==> config.mk <==
export PLATFORM = sky130hd
export DESIGN_NAME = fetch_stage
export DESIGN_NICKNAME = d
export VERILOG_FILES = /design/src/rtl/fetch_stage_pkg.sv /design/src/rtl/fetch_stage_if_id_reg.sv /design/src/rtl/fetch_stage.sv
export SDC_FILE = /design/constraint.sdc
export NUM_CORES = 1
export LEC_CHECK = 0
export CAP_MARGIN = 10
export CELL_PAD_IN_SITES_DETAIL_PLACEMENT = 0
export CELL_PAD_IN_SITES_GLOBAL_PLACEMENT = 2
export CORE_AREA = 2 2 177 179
export CTS_CLUSTER_SIZE = 24
export DETAILED_ROUTE_END_ITERATION = 8
export DIE_AREA = 0 0 179 181
export GPL_TIMING_DRIVEN = 1
export PLACE_DENSITY_LB_ADDON = 0.1
export SYNTH_ARGS = -nofsm -noshare
export SYNTH_HDL_FRONTEND = slang
export SYNTH_SLANG_ARGS = --single-unit
export TNS_END_PERCENT = 50
==> constraint.sdc <==
create_clock -name Clk -period 3.9 [get_ports Clk]
set_input_delay 0.78 -clock Clk [delete_from_list [all_inputs] [get_ports Clk]]
set_output_delay 0.78 -clock Clk [all_outputs]
set_load 0.005 [all_outputs]
==> src/rtl/fetch_stage_pkg.sv <==
// Shared definitions for the instruction fetch stage:
// FSM state encoding, the NOP word and the default PC increment.
package fetch_stage_pkg;

    typedef enum logic [1:0] {
        S_FETCH   = 2'd0,
        S_HOLD    = 2'd1,
        S_DISCARD = 2'd2
    } fetch_state_e;

    localparam logic [31:0] C_NOP     = 32'h0000_0000;
    localparam logic [31:0] C_PC_STEP = 32'd4;

endpackage

==> src/rtl/fetch_stage_if_id_reg.sv <==
// IF/ID pipeline register. Priority: reset/flush > stall > load; with none
// of those a bubble is inserted so decode never sees the same word twice.
// Ports: i_clk, i_rst, i_flush, i_stall, i_load, i_instr, i_pcplus4 in;
//        o_instr, o_pcplus4, o_valid out.
module if_id_reg
    import fetch_stage_pkg::*;
(
    input  logic        i_clk,
    input  logic        i_rst,
    input  logic        i_flush,
    input  logic        i_stall,
    input  logic        i_load,
    input  logic [31:0] i_instr,
    input  logic [31:0] i_pcplus4,
    output logic [31:0] o_instr,
    output logic [31:0] o_pcplus4,
    output logic        o_valid
);

    logic [31:0] r_instr;
    logic [31:0] r_pcplus4;
    logic        r_valid;

    always_ff @(posedge i_clk) begin
        if (i_rst || i_flush) begin
            r_instr   <= C_NOP;
            r_pcplus4 <= 32'h0;
            r_valid   <= 1'b0;
        end else if (!i_stall) begin
            if (i_load) begin
                r_instr   <= i_instr;
                r_pcplus4 <= i_pcplus4;
                r_valid   <= 1'b1;
            end else begin
                r_instr   <= C_NOP;
                r_pcplus4 <= 32'h0;
                r_valid   <= 1'b0;
            end
        end
    end

    assign o_instr   = r_instr;
    assign o_pcplus4 = r_pcplus4;
    assign o_valid   = r_valid;

endmodule

==> src/rtl/fetch_stage.sv <==
// Instruction fetch stage: owns the PC, holds one imem request at a time,
// parks a stalled word in a one-entry buffer and applies branch/jump redirects.
// Ports: Clk, Rst, Stall, Flush, BranchTaken/Target, Jump/Target,
//        ImemReq/Addr/Rdata/Valid, IfIdInstr/PCPlus4/Imm16/Valid.
module fetch_stage
    import fetch_stage_pkg::*;
#(
    parameter logic [31:0] PC_RESET = 32'h0000_0000,
    parameter logic [31:0] PC_STEP  = C_PC_STEP
) (
    input  logic        Clk,
    input  logic        Rst,
    input  logic        Stall,
    input  logic        Flush,
    input  logic        BranchTaken,
    input  logic [31:0] BranchTarget,
    input  logic        Jump,
    input  logic [31:0] JumpTarget,
    output logic        ImemReq,
    output logic [31:0] ImemAddr,
    input  logic [31:0] ImemRdata,
    input  logic        ImemValid,
    output logic [31:0] IfIdInstr,
    output logic [31:0] IfIdPCPlus4,
    output logic [15:0] IfIdImm16,
    output logic        IfIdValid
);

    fetch_state_e r_state;
    fetch_state_e w_state_nxt;
    logic [31:0]  r_pc;
    logic [31:0]  r_req_addr;
    logic [31:0]  r_hb_instr;
    logic [31:0]  r_hb_pc4;

    logic [31:0]  w_pc_nxt;
    logic [31:0]  w_req_nxt;
    logic         w_hb_we;
    logic         w_load;
    logic [31:0]  w_ld_instr;
    logic [31:0]  w_ld_pc4;

    logic         w_redir;
    logic [31:0]  w_target;
    logic [31:0]  w_seq;
    logic [31:0]  w_pc_inc;
    logic         w_blk;

    assign w_redir  = BranchTaken | Jump;
    assign w_target = BranchTaken ? BranchTarget : JumpTarget;
    assign w_seq    = r_req_addr + PC_STEP;
    assign w_pc_inc = r_pc + PC_STEP;
    // A word that cannot enter IF/ID this edge is parked, never lost.
    assign w_blk    = Stall | Flush;

    always_comb begin
        w_state_nxt = r_state;
        w_pc_nxt    = r_pc;
        w_req_nxt   = r_req_addr;
        w_hb_we     = 1'b0;
        w_load      = 1'b0;
        w_ld_instr  = ImemRdata;
        w_ld_pc4    = w_seq;
        unique case (r_state)
            S_FETCH: begin
                if (w_redir) begin
                    w_pc_nxt = w_target;
                    // Address must stay stable until the
                    // outstanding request completes.
                    if (ImemValid) w_req_nxt = w_target;
                    else w_state_nxt = S_DISCARD;
                end else if (ImemValid) begin
                    w_pc_nxt  = w_pc_inc;
                    w_req_nxt = w_pc_inc;
                    if (w_blk) begin
                        w_hb_we     = 1'b1;
                        w_state_nxt = S_HOLD;
                    end else begin
                        w_load = 1'b1;
                    end
                end
            end
            S_HOLD: begin
                if (w_redir) begin
                    w_pc_nxt    = w_target;
                    w_req_nxt   = w_target;
                    w_state_nxt = S_FETCH;
                end else if (!w_blk) begin
                    w_load      = 1'b1;
                    w_ld_instr  = r_hb_instr;
                    w_ld_pc4    = r_hb_pc4;
                    w_req_nxt   = r_pc;
                    w_state_nxt = S_FETCH;
                end
            end
            S_DISCARD: begin
                if (w_redir) w_pc_nxt = w_target;
                if (ImemValid) begin
                    w_req_nxt   = w_pc_nxt;
                    w_state_nxt = S_FETCH;
                end
            end
            default: w_state_nxt = S_FETCH;
        endcase
    end

    always_ff @(posedge Clk) begin
        if (Rst) begin
            r_state    <= S_FETCH;
            r_pc       <= PC_RESET;
            r_req_addr <= PC_RESET;
            r_hb_instr <= C_NOP;
            r_hb_pc4   <= 32'h0;
        end else begin
            r_state    <= w_state_nxt;
            r_pc       <= w_pc_nxt;
            r_req_addr <= w_req_nxt;
            if (w_hb_we) begin
                r_hb_instr <= ImemRdata;
                r_hb_pc4   <= w_seq;
            end
        end
    end

    assign ImemReq  = !Rst && (r_state != S_HOLD);
    assign ImemAddr = r_req_addr;

    if_id_reg u_if_id (
        .i_clk     (Clk),
        .i_rst     (Rst),
        .i_flush   (Flush),
        .i_stall   (Stall),
        .i_load    (w_load),
        .i_instr   (w_ld_instr),
        .i_pcplus4 (w_ld_pc4),
        .o_instr   (IfIdInstr),
        .o_pcplus4 (IfIdPCPlus4),
        .o_valid   (IfIdValid)
    );

    assign IfIdImm16 = IfIdInstr[15:0];

endmodule

==> impl_results.rst <==
.. list-table::
   :header-rows: 1

   * - Metric
     - Value
   * - Unrepaired setup endpoints after global routing
     - false
   * - Tightest Pin Transition
     - ~0.81 ns
   * - Port Buffer Count
     - between 200 and 250
   * - Skew-Pair Late Insertion Delay
     - between 0.4 and 0.5 ns
   * - Vias in the first global route
     - roughly 7,900
   * - Number of routed nets with antenna violations
     - 0
   * - Nature of the critical path startpoint
     - primary input
   * - Clock tree from TritonCTS
     - built
   * - Summed negative setup slack over all endpoints
     - 0 ns
   * - Detailed Routing Iterations Pass 1
     - 7
   * - Die height
     - ~180 um
   * - CTS resizes
     - 0
   * - Fin crit period
     - around 2.7 ns
   * - Placer congestion estimate
     - 0.812
   * - Clock tree sinks
     - 195
   * - Residual overflow from global routing
     - 0
   * - Leading register cell type out of synthesis
     - dfxtp_1
   * - Async S/R FF share, synth
     - 0%
   * - First-pass GRT wire length
     - 47.1 mm
   * - Core utilization of the finished layout
     - approximately 40%
   * - Maximum level of the CTS H-tree
     - 4
   * - Total Die Area
     - 32,400 um2
   * - Hold buffers post-CTS
     - 0
   * - Final Routed Wirelength
     - approximately 30 mm
   * - Setup bufs post-CTS
     - 0
   * - Count of boundary I/O pins
     - roughly 220
   * - Crit share post-route
     - around two thirds
   * - Antenna diodes
     - 0
   * - Max-slew violation total from the final report
     - 0
   * - Area growth from synthesis to final layout
     - 33.7%
   * - Worst setup path endpoint
     - r_pc[14]$_SDFFE_PP0P_
   * - Register area share after synthesis
     - between 40% and 50%
   * - Net Count, Synth
     - 1,207
   * - Register-to-Register Setup Slack
     - between 1 and 1.5 ns
   * - Worst Path Arrival
     - between 3 and 4 ns
   * - Maximum clock insertion buffer count
     - 2
   * - DR vias/cell
     - slightly above 5
   * - Number of cells produced by synthesis
     - between 1,000 and 1,500
   * - R2R Path End
     - r_pc[16]$_SDFFE_PP0P_
   * - Final Hold Viols
     - 0
   * - Effective utilization at floorplan
     - between 20% and 30%
   * - Hold Slack
     - 0.456 ns
   * - Inserted Clock Buffers
     - 17
   * - Highest achievable clock rate
     - 0.375 GHz
   * - Average routed wire per standard cell
     - 18.4 um
   * - Initial DRC Count
     - approximately 700
   * - Clock-pin slew of the registers on the worst-case setup and hold paths
     - roughly 0.080 ns
   * - Post-Syn Area per Cell
     - slightly above 8 um2
   * - Critical path data required time
     - 4.26 ns
   * - Overall power
     - between 4 and 5 mW
   * - Power density cells
     - 399 nW/um2
   * - Endpoints failing setup
     - 0
   * - Max-cap violations
     - 0
   * - Critical R2R Launch
     - r_pc[2]$_SDFFE_PP0P_
   * - Worst rel slew slack
     - 46.0%
   * - Worst Clk Skew
     - approximately 0.016 ns
   * - CP max FO
     - 26
   * - Gr usage total
     - a little under a fifth
   * - Timing startpoint of the critical path
     - Jump
   * - DRC violation count after routing
     - 0
   * - Largest net degree at the start of global routing
     - 66
   * - Post-synthesis sequential element count
     - between 150 and 200
   * - Area of the core region
     - 30,300 um2
   * - Count of unique library cells instantiated by Yosys
     - 67
   * - Via count
     - approximately 8,600
   * - X dimension of the die
     - 179 um
   * - Filler cells
     - 3,124
   * - Cell taking the most area after synthesis
     - dfxtp_1
   * - Setup CP Type
     - in -> reg
   * - Run status
     - finished clean
   * - Synth area leaders
     - dfxtp_1 43%, nor2_1 7.0%, nand2_1 6.1%, a222oi_1 5.4%, a21oi_1 4.4%
   * - Endpoint class of the critical path
     - register
   * - Number of core rows
     - between 60 and 70
   * - Combined area of all synthesized cells
     - 9040 um2
   * - Path type of the worst min-delay path
     - reg -> reg
   * - Antenna violations before repair
     - 0
   * - Count of yosys warnings during synthesis
     - 0
   * - Leakage
     - 4.10 nW
   * - Clk root buf
     - clkbuf_16
   * - Number of enable-type register cells in the synthesized netlist
     - 0
   * - Standard cell area after detailed placement
     - around 11,000 um2
   * - Layout cells sized above 1
     - 7.37%
   * - Post-Layout Inst Area
     - around 12,000 um2
   * - Net total in the final layout
     - 1,371
   * - Portion of synthesized cell area occupied by the leading cell type
     - around 43%
   * - VDD IR-drop max
     - 289 uV
   * - Half-perimeter wire length after placement
     - 21.6 mm
   * - Worst-case reg-to-reg path depth
     - 7
==> Yosys cell counts (all sizes together) (14+ instances only) <==
| library cell | count |
|---|---|
| inv | 14 |
| nor3 | 25 |
| xnor2 | 24 |
| nand4 | 17 |
| xor2 | 25 |
| a211oi | 31 |
| dfxtp | 195 |
| a22oi | 23 |
| clkbuf | 59 |
| a21oi | 80 |
| nand3 | 28 |
| o22ai | 20 |
| o21ai | 35 |
| buf | 44 |
| nand2 | 146 |
| nor2 | 169 |
| a222oi | 49 |
==> how the worst min path moves through the flow <==
stage	from	to	cells after the start
3_5_place_dp	r_hb_instr[0]$_SDFFE_PP0P_	r_hb_instr[0]$_SDFFE_PP0P_	2
5_1_grt	r_hb_instr[9]$_SDFFE_PP0P_	r_hb_instr[9]$_SDFFE_PP0P_	2
2_1_floorplan	r_pc[0]$_SDFFE_PP0P_	r_pc[0]$_SDFFE_PP0P_	2
3_3_place_gp	r_hb_instr[26]$_SDFFE_PP0P_	r_hb_instr[26]$_SDFFE_PP0P_	2
6_report	r_hb_instr[6]$_SDFFE_PP0P_	r_hb_instr[6]$_SDFFE_PP0P_	2
4_1_cts	r_hb_pc4[20]$_SDFFE_PP0P_	r_hb_pc4[20]$_SDFFE_PP0P_	2
==> layer usage <==
layer  wire (um)  track usage, %
met5           0               0
met4         469            4.88
met3        1730            3.68
met2       13800            28.8
met1       14800            26.7
==> kinds of logic after synthesis <==
logic type      count (synthesis)  share of synthesized area [%]
flops                         195                           43.2
buf+inv                       119                           6.18
simple gates                  434                           22.0
xor+xnor                       49                           4.74
mux                            10                           1.11
compound gates                285                           22.0
fa+ha+maj                       6                          0.830
==> placed cells by master (no fill, tap or decap), types with 6 or more instances in the layout <==
master,synthesis,layout
and2_1,7,7
a222oi_1,49,49
a21oi_1,80,79
clkdlybuf4s50_1,0,214
nand2_1,146,146
dfxtp_1,195,195
buf_4,22,32
xor2_1,25,25
inv_1,14,14
o22ai_1,20,20
nor2_1,169,167
nand3_1,27,26
ha_1,6,6
xnor2_1,24,24
o21ai_0,34,34
nor3_1,21,21
nand4_1,14,14
a22oi_1,23,23
a211oi_1,30,30
mux2i_1,10,10
clkbuf_16,0,17
a31oi_1,8,8
==> worst max-delay path, stage by stage <==
cell and delay [ns]:
clkdlybuf4s50_1 0.45, buf_4 0.17, buf_4 0.32, nor2b_1 0.52, buf_4 0.25, a22oi_1 0.09, o21ai_0 0.18, nor2_1 0.07
nor3_1 0.18
==> registers in the layout (all words and copies together), names as in the netlist <==
signal,cells
r_hb_instr,32
r_pc,32
r_state,2
r_hb_pc4,32
u_if_id.o_pcplus4,32
u_if_id.o_valid,1
ImemAddr,32
u_if_id.o_instr,32
==> power by group <==
| group | total [mW] | internal [mW] | switching [mW] |
|---|---|---|---|
| clock network | 1.80 | 0.973 | 0.828 |
| logic | 0.786 | 0.364 | 0.422 |
| registers | 2.24 | 2.10 | 0.143 |
| total | 4.83 | 3.44 | 1.39 |
==> stage by stage <==
stage,cells,setup WS [ns]
final,1671,1.24
after global routing,1671,0.963
after CTS,1671,1.20
after detailed placement,1639,0.735
after global placement,1639,0.808
after floorplan,1098,1.62
==> area by class of cell <==
type | instances | area [um2] | share of cell area [%]
Inverter | 15 | 56.3 | 0.466
Clock buffer | 19 | 443 | 3.66
Clock inverter | 13 | 149 | 1.23
Tap cell | 396 | 495 | 4.10
Sequential cell | 195 | 3900 | 32.3
Multi-Input combinational cell | 784 | 4620 | 38.2
Timing Repair Buffer | 249 | 2430 | 20.1
(Power assumes the default switching activity.)
